==> src/rtl/maze_probe.sv <==
// Maze-side responder: probes the four tiles around a sprite position through a
// synchronous tile memory and publishes all four passability codes at once.
module maze_probe #(
  parameter int COORD_W    = 9,
  parameter int TILE_BITS  = 3,
  parameter int MAP_W_BITS = 5,
  parameter int MAP_H_BITS = 5,
  parameter int DATA_W     = 3
) (
  input  logic                             clk_50mhz,
  input  logic                             rst_n,
  input  logic [COORD_W-1:0]               x,
  input  logic [COORD_W-1:0]               y,
  input  logic                             refresh,
  output logic [MAP_W_BITS+MAP_H_BITS-1:0] mem_addr,
  output logic                             mem_rd,
  input  logic [DATA_W-1:0]                mem_data,
  output logic [DATA_W-1:0]                flag_L,
  output logic [DATA_W-1:0]                flag_U,
  output logic [DATA_W-1:0]                flag_R,
  output logic [DATA_W-1:0]                flag_D,
  output logic                             flags_valid,
  output logic                             busy
);

  localparam int PW = COORD_W + 1;
  localparam int TW = PW - TILE_BITS;
  localparam int AW = MAP_W_BITS + MAP_H_BITS;
  localparam logic [PW-1:0] ONE_PIX  = PW'(1);
  localparam logic [PW-1:0] TILE_PIX = PW'(1 << TILE_BITS);

  typedef enum logic [2:0] {IDLE, ISS_L, ISS_U, ISS_R, ISS_D, LAST} state_t;

  state_t              state_q, state_d;
  logic [COORD_W-1:0]  px_q, py_q;
  logic                stale_q;
  logic                start;
  logic [AW-1:0]       addr_q;
  logic [DATA_W-1:0]   sh_l, sh_u, sh_r;

  function automatic logic [TW-1:0] to_tile(input logic [PW-1:0] p);
    return TW'(p >> TILE_BITS);
  endfunction

  function automatic logic in_w(input logic [TW-1:0] t);
    return (t >> MAP_W_BITS) == '0;
  endfunction

  function automatic logic in_h(input logic [TW-1:0] t);
    return (t >> MAP_H_BITS) == '0;
  endfunction

  // Neighbour geometry is computed one bit wider so px+T cannot wrap into the map.
  logic [PW-1:0] px_w, py_w;
  logic [TW-1:0] tx_c, ty_c, tx_l, ty_u, tx_r, ty_d;
  logic          x_aln, y_aln;
  logic          ok_l, ok_u, ok_r, ok_d;
  logic [AW-1:0] addr_l, addr_u, addr_r, addr_d;

  assign px_w  = {1'b0, px_q};
  assign py_w  = {1'b0, py_q};
  assign tx_c  = to_tile(px_w);
  assign ty_c  = to_tile(py_w);
  assign tx_l  = to_tile(px_w - ONE_PIX);
  assign ty_u  = to_tile(py_w - ONE_PIX);
  assign tx_r  = to_tile(px_w + TILE_PIX);
  assign ty_d  = to_tile(py_w + TILE_PIX);
  assign x_aln = (px_q[TILE_BITS-1:0] == '0);
  assign y_aln = (py_q[TILE_BITS-1:0] == '0);

  assign ok_l = y_aln && (px_q != '0) && in_w(tx_l) && in_h(ty_c);
  assign ok_u = x_aln && (py_q != '0) && in_w(tx_c) && in_h(ty_u);
  assign ok_r = y_aln && in_w(tx_r) && in_h(ty_c);
  assign ok_d = x_aln && in_w(tx_c) && in_h(ty_d);

  assign addr_l = {ty_c[MAP_H_BITS-1:0], tx_l[MAP_W_BITS-1:0]};
  assign addr_u = {ty_u[MAP_H_BITS-1:0], tx_c[MAP_W_BITS-1:0]};
  assign addr_r = {ty_c[MAP_H_BITS-1:0], tx_r[MAP_W_BITS-1:0]};
  assign addr_d = {ty_d[MAP_H_BITS-1:0], tx_c[MAP_W_BITS-1:0]};

  always_comb begin
    // NOTE: every output of this block gets a default first, so no path can infer a latch.
    state_d  = state_q;
    mem_rd   = 1'b0;
    mem_addr = addr_q;
    start    = 1'b0;
    case (state_q)
      IDLE: begin
        if (stale_q || refresh || (x != px_q) || (y != py_q)) begin
          state_d = ISS_L;
          start   = 1'b1;
        end
      end
      ISS_L: begin
        state_d = ISS_U;
        if (ok_l) begin
          mem_rd   = 1'b1;
          mem_addr = addr_l;
        end
      end
      ISS_U: begin
        state_d = ISS_R;
        if (ok_u) begin
          mem_rd   = 1'b1;
          mem_addr = addr_u;
        end
      end
      ISS_R: begin
        state_d = ISS_D;
        if (ok_r) begin
          mem_rd   = 1'b1;
          mem_addr = addr_r;
        end
      end
      ISS_D: begin
        state_d = LAST;
        if (ok_d) begin
          mem_rd   = 1'b1;
          mem_addr = addr_d;
        end
      end
      LAST:    state_d = IDLE;
      default: state_d = IDLE;
    endcase
  end

  // NOTE: all state below uses non-blocking assignments so every register samples pre-edge values.
  always_ff @(posedge clk_50mhz or negedge rst_n) begin
    if (!rst_n) begin
      state_q     <= IDLE;
      px_q        <= '0;
      py_q        <= '0;
      stale_q     <= 1'b1;
      busy        <= 1'b0;
      addr_q      <= '0;
      sh_l        <= '0;
      sh_u        <= '0;
      sh_r        <= '0;
      flag_L      <= '0;
      flag_U      <= '0;
      flag_R      <= '0;
      flag_D      <= '0;
      flags_valid <= 1'b0;
    end else begin
      state_q     <= state_d;
      addr_q      <= mem_addr;
      flags_valid <= 1'b0;
      if (start) begin
        px_q    <= x;
        py_q    <= y;
        busy    <= 1'b1;
        stale_q <= 1'b0;
      end else if ((state_q != IDLE) && refresh) begin
        stale_q <= 1'b1;
      end
      // Each slot's data arrives one cycle after its issue; D is taken straight off the bus.
      case (state_q)
        ISS_U: sh_l <= ok_l ? mem_data : '0;
        ISS_R: sh_u <= ok_u ? mem_data : '0;
        ISS_D: sh_r <= ok_r ? mem_data : '0;
        LAST: begin
          flag_L      <= sh_l;
          flag_U      <= sh_u;
          flag_R      <= sh_r;
          flag_D      <= ok_d ? mem_data : '0;
          flags_valid <= 1'b1;
          busy        <= 1'b0;
        end
        default: ;
      endcase
    end
  end

endmodule

==> config.mk <==
export PLATFORM = sky130hd
export DESIGN_NAME = maze_probe
export DESIGN_NICKNAME = d
export VERILOG_FILES = /design/src/rtl/maze_probe.sv
export SDC_FILE = /design/constraint.sdc
export NUM_CORES = 1
export LEC_CHECK = 0
export ABC_AREA = 1
export BUFFER_PORTS_ARGS = -buffer_cell sky130_fd_sc_hd__buf_2
export CAP_MARGIN = 15
export CELL_PAD_IN_SITES_DETAIL_PLACEMENT = 0
export CELL_PAD_IN_SITES_GLOBAL_PLACEMENT = 1
export CORE_MARGIN = 4
export CORE_UTILIZATION = 43
export CTS_BUF_LIST = sky130_fd_sc_hd__clkbuf_8
export CTS_CLUSTER_DIAMETER = 30
export CTS_CLUSTER_SIZE = 14
export DETAILED_ROUTE_END_ITERATION = 10
export PLACE_DENSITY = 0.84
export SLEW_MARGIN = 5
export SYNTH_ARGS = -nofsm -noshare
export SYNTH_HDL_FRONTEND = slang
export SYNTH_SLANG_ARGS = --single-unit
==> constraint.sdc <==
create_clock -name clk_50mhz -period 2.62 [get_ports clk_50mhz]
set_clock_uncertainty 0.2 [all_clocks]
set_input_delay 0.393 -clock clk_50mhz [delete_from_list [all_inputs] [get_ports clk_50mhz]]
set_output_delay 0.393 -clock clk_50mhz [all_outputs]
set_load 0.05 [all_outputs]
; ---- Word level (Yosys, flattened, before mapping)
; Index checks and enable logic that the tools add are counted.
[totals]
mem_bits_ro = 0
output_inout_bits = 25
input_bits = 24
latch_bits = 0
memories = 0
word_cells = 77
mem_bits_rw = 0
regBits = 55
[op_classes]
div_mod_pow = 0
n_bitwise = 0
n_mux = 23
addsub = 4
n_reduce_logical = 28
shift = 0
magnitude_cmp = 0
eq_ne = 8
mul = 0
[ops]
columns = op, n
row1 = 7-bit zero test, 6
row2 = 10-bit two-way mux, 4
row3 = 10-bit case mux with 4 select lines, 1
row4 = 9-bit by 4-bit adder with 10-bit output (second input constant), 2
row5 = 9-bit by 1-bit subtractor with 10-bit output (second input constant), 2
row6 = 9-bit != test, 2
row7 = 9-bit nonzero test, 2
row8 = 3-bit two-way mux, 5
row9 = 3-bit case mux with 5 select lines, 1
row10 = 1-bit logical AND, 11
row11 = 1-bit two-way mux, 11
row12 = 3-bit zero test, 3
row13 = 3-bit by 2-bit equality test with 1-bit output (second input constant), 2
row14 = 3-bit equality test (second input constant), 2
row15 = 1-bit case mux with 4 select lines, 1
row16 = 2-bit nonzero test, 2
row17 = 3-bit by 1-bit equality test with 1-bit output (second input constant), 1
row18 = 1-bit logical OR, 3
row19 = 3-bit nonzero test, 1
row20 = 2-bit != test (second input constant), 1

; ---- Logic depth before layout (Yosys ltp)
; Gate-level depths: netlist of run 1.
[logic_depth]
ltp_word = 7
ltp_mapped = 13
ltp_nobuf = 11

; ---- Least setup slack after synthesis of run 1
; No wires, ideal clock.
[synth_timing]
path_type = flip-flop to output port
startpoint = register py_q[3]
endpoint = output mem_addr[5]
path_slack_ns = 0.162
t_arrival_ns = 1.865
stages_incl_launch_ff = 10
path_buffers = 0
required_time_ns = 2.027
cell_sequence = dfrtp_1 inv_1 ha_1 nand4_1 nor2_1 nor2_4 nand2_1 nand2_1 nand3_1 nand4_1
[synth_between]
elab_chain_len = 6
word_cells_on_any_way = 14
cone_classes = add/sub (2) / mux (5) / reduce/logical (7)
[synth_rtl]
columns = item, line
row1 = start: declaration, 35  ; logic [COORD_W-1:0] px_q, py_q;
row2 = start signal: assignment, 150  ; py_q <= y;
row3 = "parallel branches: the longest is 5 deep, another holds 9-bit by 4-bit adder with 10-bit output", --
row4 = 10-bit case mux with 4 select lines *, 87  ; case (state_q)
row5 = end: declaration, 15  ; output logic [MAP_W_BITS+MAP_H_BITS-1:0] mem_addr,
; Mark *: on every way between the ends.

; ---- Worst setup path in the final report of run 1
[layout_timing]
startpoint = register px_q[1]
endpoint = output mem_addr[3]
[layout_between]
elab_chain_len = 6
word_cells_on_any_way = 21
cone_classes = add/sub (2) / mux (5) / reduce/logical (14)
[layout_rtl]
columns = item, line
row1 = start: declaration, 35
row2 = start signal: assignment, 131  ; px_q <= '0;
row3 = start signal: assignment, 149  ; px_q <= x;
row4 = "9-bit by 4-bit adder with 10-bit output, or another cell as far along", 66  ; assign tx_r = to_tile(px_w + TILE_PIX);
row5 = "7-bit zero test, or another cell as far along", 46  ; return (t >> MAP_W_BITS) == '0;
row6 = 1-bit logical AND (on tied branches) (2 in a row), "73, 71, 72"
row7 = 10-bit two-way mux (on tied branches), "110, 103, 96"
row8 = 10-bit case mux with 4 select lines *, 87
; Mark *: on every way between the ends. The rest lies on a longest branch, timed or not.

==> impl_metrics.json, run 1 <==
{
  "status": "complete, but fails checks",
  "violations": "setup timing",
  "arrival_ps": 2270,
  "area_delta_synth_final_pct": 45.0,
  "synth_cells": 469,
  "grt_overflow": 0,
  "wire_per_inst_um": 14.5,
  "initial_utilization_pct": 43.9,
  "dpl-instance-area_sq_um": 3930,
  "track_usage_pct": 20.7,
  "syn_area_per_cell_sq_um": 7.20,
  "fin_crit_sh_pct": 109,
  "netlist_top_cells_area": "dfrtp_1 40%, nand2_1 16%, nand3_1 7.1%, inv_1 6.3%, o21ai_0 4.6%",
  "worstMarginPinSlew_ps": 675,
  "die_area_sq_um": 9340,
  "first_iter_violations": 190,
  "crit_path_end_kind": "output pin",
  "clockBufferDepth": 2,
  "antenna_found_initial": 0,
  "drv_cap": 0,
  "path_class": "reg2out",
  "finalNonFillerCells": 699,
  "fin_nets": 625,
  "slew_viol_final": 0,
  "grt_pass1_wl_um": 16200,
  "cts_sinks": 55,
  "required_ps": 2030,
  "cts_buffers": 5,
  "design_area_sq_um": 4900,
  "cellPowerDensity_nw_per_um2": 1310,
  "io_pins": 49,
  "hp-class": "in2reg",
  "fp-row-count": 32,
  "hold_viol_final": 0,
  "ir_drop_mv": 0.793,
  "netlist_area_sq_um": 3380,
  "insertion_delay_ps": 320,
  "fmax_mhz": 349,
  "hold_depth": 3,
  "synth-seq-cells": 55,
  "synth_warnings": 0,
  "drive_above_1_share_pct": 38.7,
  "rsz0062_at_grt": "yes",
  "grt_max_degree": 29,
  "r2r_cells": 10,
  "synth_top_cell_area_share_pct": 40.0,
  "critical_path.max_fanout": 5,
  "die_h_um": 96.6,
  "root_buffer": "clkbuf_8",
  "die_w_um": 96.6,
  "yosysSeqAreaShare_pct": 40.8,
  "drc_errors": 0,
  "grt_pass1_vias": 3463,
  "place_inst": 642,
  "core_area_sq_um": 7690,
  "first_pass_iters": 4,
  "vias": 3587,
  "diodes": 0,
  "via_per_inst": 5.13,
  "start_kind": "flop",
  "cts_tree": "done",
  "setup_viol": 11,
  "yosysTopAreaCell": "dfrtp_1",
  "period_needed_ps": 2860,
  "clk_pin_slew_ps": 110,
  "setup_slack_ps": -244,
  "synth.distinct_cells": 28,
  "port_buffers": 48,
  "dp_hpwl_um": 6700,
  "htree_levels": 2,
  "power_leakage_uw": 0.00246,
  "detail-route-antenna-nets": 0,
  "slew_headroom_pct": 55.0,
  "wirelength_um": 10100,
  "setup_tns_ps": -1610,
  "synth_fp_nets": 498,
  "gp_congestion": 0.923,
  "dp_slack_ps": -35.1,
  "fill_cells": 675
}
-- synth_stat cells (all sizes together) --
library cell and n:
nand2 152, inv 62, dfrtp 54, nand3 52, nor2 40, o21ai 31
nand4 17, xor2 15, a21oi 10, buf 8, nor3 6, o22ai 6
ha 5, o31ai 4, clkbuf 2, xnor2 2, and2 1, clkinv 1
dfstp 1
-- timing repair --
| action | in CTS | in global routing |
|---|---|---|
| endpoints found under the hold margin | 27 | 0 |
| setup buffers | 39 | 9 |
| setup endpoints to repair | 11 | 11 |
| resized for setup | 85 | 54 |
| pin swaps | 30 | 28 |
| hold buffers | 1 | 0 |
-- layout make-up --
cell class                      count  area [sq um]  area share, %
Multi-Input combinational cell    341          2000           40.8
Clock buffer                        5          68.8           1.41
Inverter                           63           244           4.98
Tap cell                          102           128           2.61
Timing Repair Buffer              130          1000           20.4
Clock inverter                      3          67.6           1.38
Sequential cell                    55          1390           28.4
-- state kept, by name (all words and copies together), names as in the netlist --
name and cells:
addr_q 10, px_q 9, py_q 9, flag_D 3, flag_L 3, flag_R 3, flag_U 3, sh_l 3
sh_r 3, sh_u 3, state_q 3, busy 1, flags_valid 1, stale_q 1
-- logic make-up after synthesis --
logic type / share of synthesized area (%)
DFF: 40.8
and+or+nand+nor: 35.6
AOI/OAI and AO/OA: 8.07
xor gates and xnor gates: 4.41
buffers and inverters: 9.26
adders and majority gates: 1.85
-- power breakdown --
| group | internal (uW) | switching (uW) |
|---|---|---|
| logic | 1720 | 2520 |
| clock network | 381 | 304 |
| registers | 1170 | 320 |
| total | 3270 | 3150 |
-- worst max-delay path, cell delays in order (launching register included) --
cell	delay, ps
dfrtp_1	430
nor2_4	170
nand2_4	100
nor2_4	140
buf_4	130
nand4_1	190
buf_6	210
a21oi_1	250
nor2_2	80
nand2_2	90
buf_8	150
-- through the flow --
step / utilization (%) / hold slack, ps / power, uW
after floorplan: - / -103 / 3600
after global placement: 51.1 / 250 / 4450
after detailed placement: 51.1 / 255 / 4490
after CTS: 60.5 / 113 / 5990
after global routing: 63.7 / 130 / 6840
final: 63.7 / 116 / 6420
-- routing by layer --
layer	vias up	wire, um	global-route usage, %
li1	1749	-	-
met1	1686	4450	26.7
met2	116	4890	34.8
met3	36	486	3.53
met4	0	323	7.56
met5	-	0	0
-- layout by cell type, fill, tap and decap left out --
master | Yosys | routed
ha_4 | 0 | 4
nand2_2 | 5 | 20
nand4_1 | 17 | 17
a21oi_1 | 10 | 6
o22ai_1 | 6 | 6
clkbuf_8 | 0 | 5
inv_1 | 57 | 47
ha_1 | 5 | 1
dfrtp_1 | 54 | 45
o21ai_0 | 31 | 26
buf_8 | 0 | 7
nor3_1 | 4 | 4
o31ai_1 | 4 | 4
buf_12 | 0 | 2
nand3_1 | 48 | 41
buf_6 | 4 | 10
bufinv_16 | 0 | 2
o21ai_1 | 0 | 2
nor3_2 | 2 | 2
nor2_1 | 33 | 23
nor2_4 | 4 | 12
nand2_4 | 0 | 8
clkinvlp_4 | 0 | 1
xnor2_1 | 2 | 2
buf_2 | 3 | 37
dlygate4sd3_1 | 0 | 1
nor2_2 | 3 | 5
o21ai_2 | 0 | 3
dfrtp_2 | 0 | 9
nand2_1 | 147 | 124
inv_2 | 5 | 12
nand3_2 | 4 | 6
a21oi_2 | 0 | 4
buf_4 | 1 | 73
and2_1 | 1 | 1
inv_4 | 0 | 3
dfstp_2 | 1 | 1
clkinv_1 | 1 | 1
nand3_4 | 0 | 5
xor2_1 | 15 | 15
-- worst paths after layout --
kind / end / slack, ps / start
worst max-delay path: mem_addr[3] / -240 / px_q[1]
worst min-delay path: py_q[6] / 120 / y[6]
worst max register to register: addr_q[1] / 460 / px_q[1]
worst min register to register: flag_R[2] / 280 / flag_R[2]
max in group asynchronous: stale_q / 1130 / rst_n
min in group asynchronous: flags_valid / 430 / rst_n
Note: power is estimated with default switching activity, not from simulation.
==> run 2: changes to the inputs <==
--- a/config.mk
+++ b/config.mk
@@ -11,12 +11,12 @@
 export CELL_PAD_IN_SITES_DETAIL_PLACEMENT = 0
 export CELL_PAD_IN_SITES_GLOBAL_PLACEMENT = 1
 export CORE_MARGIN = 4
-export CORE_UTILIZATION = 43
+export CORE_UTILIZATION = 46
 export CTS_BUF_LIST = sky130_fd_sc_hd__clkbuf_8
 export CTS_CLUSTER_DIAMETER = 30
 export CTS_CLUSTER_SIZE = 14
 export DETAILED_ROUTE_END_ITERATION = 10
-export PLACE_DENSITY = 0.84
+export PLACE_DENSITY = 0.88
 export SLEW_MARGIN = 5
 export SYNTH_ARGS = -nofsm -noshare
 export SYNTH_HDL_FRONTEND = slang
==> constraint.sdc (replaced) <==
create_clock -name clk_50mhz -period 3.45 [get_ports clk_50mhz]
set_clock_uncertainty 0.2 [all_clocks]
set_input_delay 0.345 -clock clk_50mhz [delete_from_list [all_inputs] [get_ports clk_50mhz]]
set_output_delay 0.345 -clock clk_50mhz [all_outputs]
set_load 0.05 [all_outputs]
==> run 2 against run 1 <==
Effect of this change: the flow now finishes without violations; flip-flop and latch count unchanged; sequential power down 25%; worst setup slack better by 570 ps; core utilization down 8.0 points; combinational power down 51%; via count down 14%; routed wire length down 18%; non-clock buffer count down 74; critical endpoint is now mem_addr[8].
==> impl_metrics.json, run 2 (synthesis results as in run 1) <==
{
  "dp_hpwl_um": 6380,
  "hp-class": "in2reg",
  "wire_per_inst_um": 13.5,
  "path_class": "reg2out",
  "post_cts_buffers": 0,
  "die_area_sq_um": 8780,
  "slew_headroom_pct": 59.4,
  "core_area_sq_um": 6940,
  "die_w_um": 93.7,
  "first_pass_iters": 5,
  "layout_commonest_cell": "nand2_1",
  "cts_buffers": 5,
  "finalNonFillerCells": 619,
  "detail-route-antenna-nets": 0,
  "rsz0062_at_grt": "no",
  "crit_path_top_delay_cell": "dfrtp_1",
  "worstMarginPinSlew_ps": 606,
  "grt_max_degree": 48,
  "root_buffer": "clkbuf_8",
  "insertion_delay_ps": 320,
  "drc_errors": 0,
  "drv_cap": 0,
  "initial_utilization_pct": 48.6,
  "r2r_setup_slack_ps": 1120,
  "grt_pass1_wl_um": 14100,
  "io_pins": 49,
  "fp-row-count": 30,
  "seq_area_sq_um": 1380,
  "crit_family": "simple AND/OR/NAND/NOR gates",
  "gp_congestion": 0.883,
  "vias": 3090,
  "clockBufferDepth": 2,
  "hold_viol_final": 0,
  "status": "finished, final reports clean",
  "required_ps": 2900,
  "arrival_ps": 2580,
  "path_buf_inv": 2,
  "diodes": 0,
  "clk_pin_slew_ps": 100,
  "r2r_cells": 10,
  "largest_register": "addr_q",
  "fin_nets": 551,
  "hold_depth": 3,
  "cpPeakStageDelay_ps": 470,
  "hold_start": "y[8]",
  "layout_common_cells": "147 x nand2_1, 58 x inv_1, 54 x dfrtp_1",
  "p_total_uw": 3700,
  "antenna_found_initial": 0,
  "grt_overflow": 0,
  "start_kind": "flop",
  "cts_resized": 0,
  "area_delta_synth_final_pct": 14.6,
  "multiInputGateArea_sq_um": 1690,
  "r2r-start": "py_q[3]",
  "fin_crit_sh_pct": 90.5,
  "wirelength_um": 8340,
  "slew_viol_final": 0,
  "holdBufCountCts": 0,
  "htree_levels": 2,
  "crit_path_end_kind": "output pin",
  "via_per_inst": 4.99,
  "fmax_mhz": 320,
  "ir_drop_mv": 0.445,
  "cts_sinks": 55,
  "track_usage_pct": 20.2,
  "grt_pass1_vias": 2879,
  "critical_path.max_fanout": 7,
  "drive_above_1_share_pct": 16.4,
  "top_regs": "addr_q: 10 flops, px_q: 9 flops, py_q: 9 flops",
  "holdPathEnd": "py_q[8]",
  "setup_viol": 0,
  "die_h_um": 93.7,
  "worstReg2RegEnd": "px_q[4]",
  "largest_register_ff_count": 10,
  "cellPowerDensity_nw_per_um2": 956,
  "setup_tns_ps": 0,
  "cp_cell_sequence": "inv_1 > ha_1 > nand4_1 > nor2_1 > nor2_4 > nand3_2 > nand2_2 > nor2_4 > nand2_1 > nand2_1 > buf_2",
  "power_leakage_uw": 0.00205,
  "fill_cells": 702,
  "place_inst": 609,
  "port_buffers": 48,
  "first_iter_violations": 155,
  "period_needed_ps": 3120,
  "cts_tree": "done"
}
## run 2: final cells by class
type / count / share of cell area [%]
multi-input cells: 341 / 43.6
flip-flops and latches: 55 / 35.6
repair buffers: 56 / 8.15
inverters: 63 / 6.11
well taps: 96 / 3.10
clock buffers: 5 / 1.78
clock inverters: 3 / 1.65
## run 2: stage by stage
step                hold slack, ps  utilization (%)  setup WS, ps  cell area [sq um]
floorplan                     -151                -          1020               3380
global placement               250             53.4           657               3710
detailed placement             254             53.4           692               3710
CTS                           48.9             55.3           327               3840
global route                  93.9             55.7          90.8               3870
finish                        75.6             55.7           329               3870
## run 2: worst max-delay path by stage
stage / from / to / slack (ps) / depth (start not counted)
2_1_floorplan: py_q[3] / addr_q[5] / 1020 / 9
3_3_place_gp: py_q[3] / mem_addr[8] / 660 / 11
3_5_place_dp: py_q[3] / mem_addr[8] / 690 / 11
4_1_cts: py_q[3] / mem_addr[8] / 330 / 11
5_1_grt: py_q[3] / mem_addr[8] / 90 / 11
6_report: py_q[3] / mem_addr[8] / 330 / 11
## run 2: routing by layer
metal  vias up  track usage [%]  part of all wire (%)
met3        14             2.40                   4.9
li1       1606                -                     -
met2        93             32.3                    46
met4         0             7.10                   2.0
met1      1377             28.1                    47
met5         -                0                     0
## run 2: power by group
part	internal (uW)	switching, uW
clock	287	219
sequential	876	240
combinational	588	1490
## run 2: worst reg2reg max path, cell delays in order (launching register included)
cell     delay [ps]
dfrtp_1         470
inv_1           240
o22ai_1         120
nor2_1           90
nand2_1          50
nor2_1          120
nand3_1          80
buf_4           190
nand2_1         260
buf_4           280
o21ai_0         120
==> run 3: changes to the inputs <==
--- a/config.mk
+++ b/config.mk
@@ -17,7 +17,9 @@
 export CTS_CLUSTER_SIZE = 14
 export DETAILED_ROUTE_END_ITERATION = 10
 export PLACE_DENSITY = 0.88
+export SETUP_SLACK_MARGIN = 0.5
 export SLEW_MARGIN = 5
 export SYNTH_ARGS = -nofsm -noshare
 export SYNTH_HDL_FRONTEND = slang
 export SYNTH_SLANG_ARGS = --single-unit
+export TNS_END_PERCENT = 5
==> run 3 against run 2 <==
Effect of this change: cell area is 3.9% higher; final cell count is 0.97% higher; first-iteration DRC count shrank 2.6%; critical endpoint is now mem_addr[2]; largest power group unchanged.
==> impl_metrics.json, run 3 (synthesis results as in run 1) <==
{
  "critical_path.max_fanout": 6,
  "p_comb_share_pct": 57.9,
  "endpoint": "mem_addr[2]",
  "dp_hpwl_um": 6380,
  "via_per_inst": 5.01,
  "fin_nets": 557,
  "first_iter_violations": 151,
  "cts_buffers": 5,
  "grt_max_degree": 48,
  "gp_congestion": 0.883,
  "slew_viol_final": 0,
  "r2r-start": "px_q[8]",
  "path_class": "reg2out",
  "clockBufferDepth": 2,
  "multiInputGateArea_sq_um": 1750,
  "wirelength_um": 8460,
  "p_seq_share_pct": 29.1,
  "fmax_mhz": 355,
  "status": "finished, final reports clean",
  "vias": 3131,
  "swShare_pct": 51.9,
  "diodes": 0,
  "ir_drop_mv": 0.435,
  "largest_register": "addr_q",
  "r2r_setup_slack_ps": 1110,
  "die_area_sq_um": 8780,
  "port_buffers": 48,
  "fin_crit_sh_pct": 81.7,
  "die_h_um": 93.7,
  "area_delta_synth_final_pct": 19.0,
  "start_kind": "flop",
  "grt_pass1_vias": 2905,
  "hold_viol_final": 0,
  "wire_per_inst_um": 13.5,
  "drv_cap": 0,
  "worstMarginPinSlew_ps": 618,
  "htree_levels": 2,
  "layout_common_cells": "143 x nand2_1, 52 x inv_1, 48 x dfrtp_1",
  "root_buffer": "clkbuf_8",
  "seq_area_sq_um": 1390,
  "clkPwrFrac_pct": 13.0,
  "initial_utilization_pct": 48.6,
  "track_usage_pct": 20.3,
  "post-route-util_pct": 57.9,
  "largest_register_ff_count": 10,
  "setup_tns_ps": 0,
  "first_pass_iters": 4,
  "cts_tree": "done",
  "fill_cells": 690,
  "detail-route-antenna-nets": 0,
  "critPathLaunch": "py_q[0]",
  "die_w_um": 93.7,
  "hp-class": "in2reg",
  "worstReg2RegEnd": "px_q[4]",
  "io_pins": 49,
  "antenna_found_initial": 0,
  "cts_sinks": 55,
  "drc_errors": 0,
  "crit_path_end_kind": "output pin",
  "power_leakage_uw": 0.00207,
  "clk_pin_slew_ps": 100,
  "top_regs": "addr_q: 10 flops, px_q: 9 flops, py_q: 9 flops",
  "place_inst": 609,
  "cellPowerDensity_nw_per_um2": 967,
  "arrival_ps": 2270,
  "grt_pass1_wl_um": 14200,
  "finalNonFillerCells": 625,
  "power.switching_uw": 2020,
  "core_area_sq_um": 6940,
  "insertion_delay_ps": 320,
  "fp-row-count": 30,
  "rsz0062_at_grt": "yes",
  "setup_viol": 0,
  "layout_commonest_cell": "nand2_1",
  "r2r_cells": 9,
  "p_int_uw": 1870,
  "period_needed_ps": 2820,
  "slew_headroom_pct": 58.6,
  "grt_overflow": 0,
  "required_ps": 2900,
  "drive_above_1_share_pct": 21.6
}
[run 3: changes by cell type in the layout (fill, tap and decap cells not counted), moves of 4 or more]
cell and change:
dfrtp_2 +6, dfrtp_1 -6, buf_2 -10, buf_4 +12, nand2_2 +4, nand2_1 -4
inv_1 -6, inv_2 +5
[run 3: critical path, stage by stage, from the launching register on]
cell,delay [ps]
dfrtp_1,420
nor2_1,210
nand2_1,160
nor2_4,180
nand2_1,70
inv_1,160
nand2_1,220
nand2_1,110
nand3_1,70
nand4_1,130
clkbuf_4,250
[run 3: timing repair]
item	in CTS	in global routing
setup buffers	1	5
endpoints found under the hold margin	0	11
pin swaps	0	4
gates resized for setup	12	28
endpoints found under the setup margin	10	11
hold buffers	0	1
[run 3: layer usage]
metal | global-route usage, % | vias to the layer above | share of wire [%]
met5 | 0 | - | 0
met4 | 7.34 | 0 | 2.0
met3 | 2.48 | 14 | 4.6
met2 | 32.6 | 81 | 46
met1 | 28.1 | 1424 | 47
li1 | - | 1612 | -
[run 3: how the worst min path moves through the flow]
stage	startpoint	end	slack [ps]	cells past startpoint
2_1_floorplan	rst_n	addr_q[0]	-150	0
3_3_place_gp	flag_R[2]	flag_R[2]	250	2
3_5_place_dp	flag_U[2]	flag_U[2]	250	2
4_1_cts	rst_n	flag_L[2]	50	1
5_1_grt	x[7]	px_q[7]	90	3
6_report	y[8]	py_q[8]	80	3
[run 3: cell type report]
type,count,share of cell area [%]
repair buffers,62,9.68
well taps,96,2.99
clock buffers,5,1.71
inverters,63,6.04
flip-flops and latches,55,34.5
clock inverters,3,1.59
multi-input cells,341,43.5
[run 3: through the flow]
stage / instance area (sq um) / power (uW) / worst slack (ps) / hold WS (ps)
finish: 4020 / 3890 / 632 / 79.4
detailed placement: 3710 / 3200 / 692 / 254
global placement: 3710 / 3190 / 657 / 250
floorplan: 3380 / 2730 / 1020 / -151
global route: 4020 / 4220 / 480 / 93.9
CTS: 3870 / 3760 / 499 / 48.9
[run 3: power groups by stage]
stage                     clock network [uW]  registers [uW]  logic [uW]
after floorplan                            0            1120        1610
after global placement                     0            1120        2070
after detailed placement                   0            1130        2070
after CTS                                518            1120        2120
after global routing                     544            1170        2510
final                                    505            1130        2250
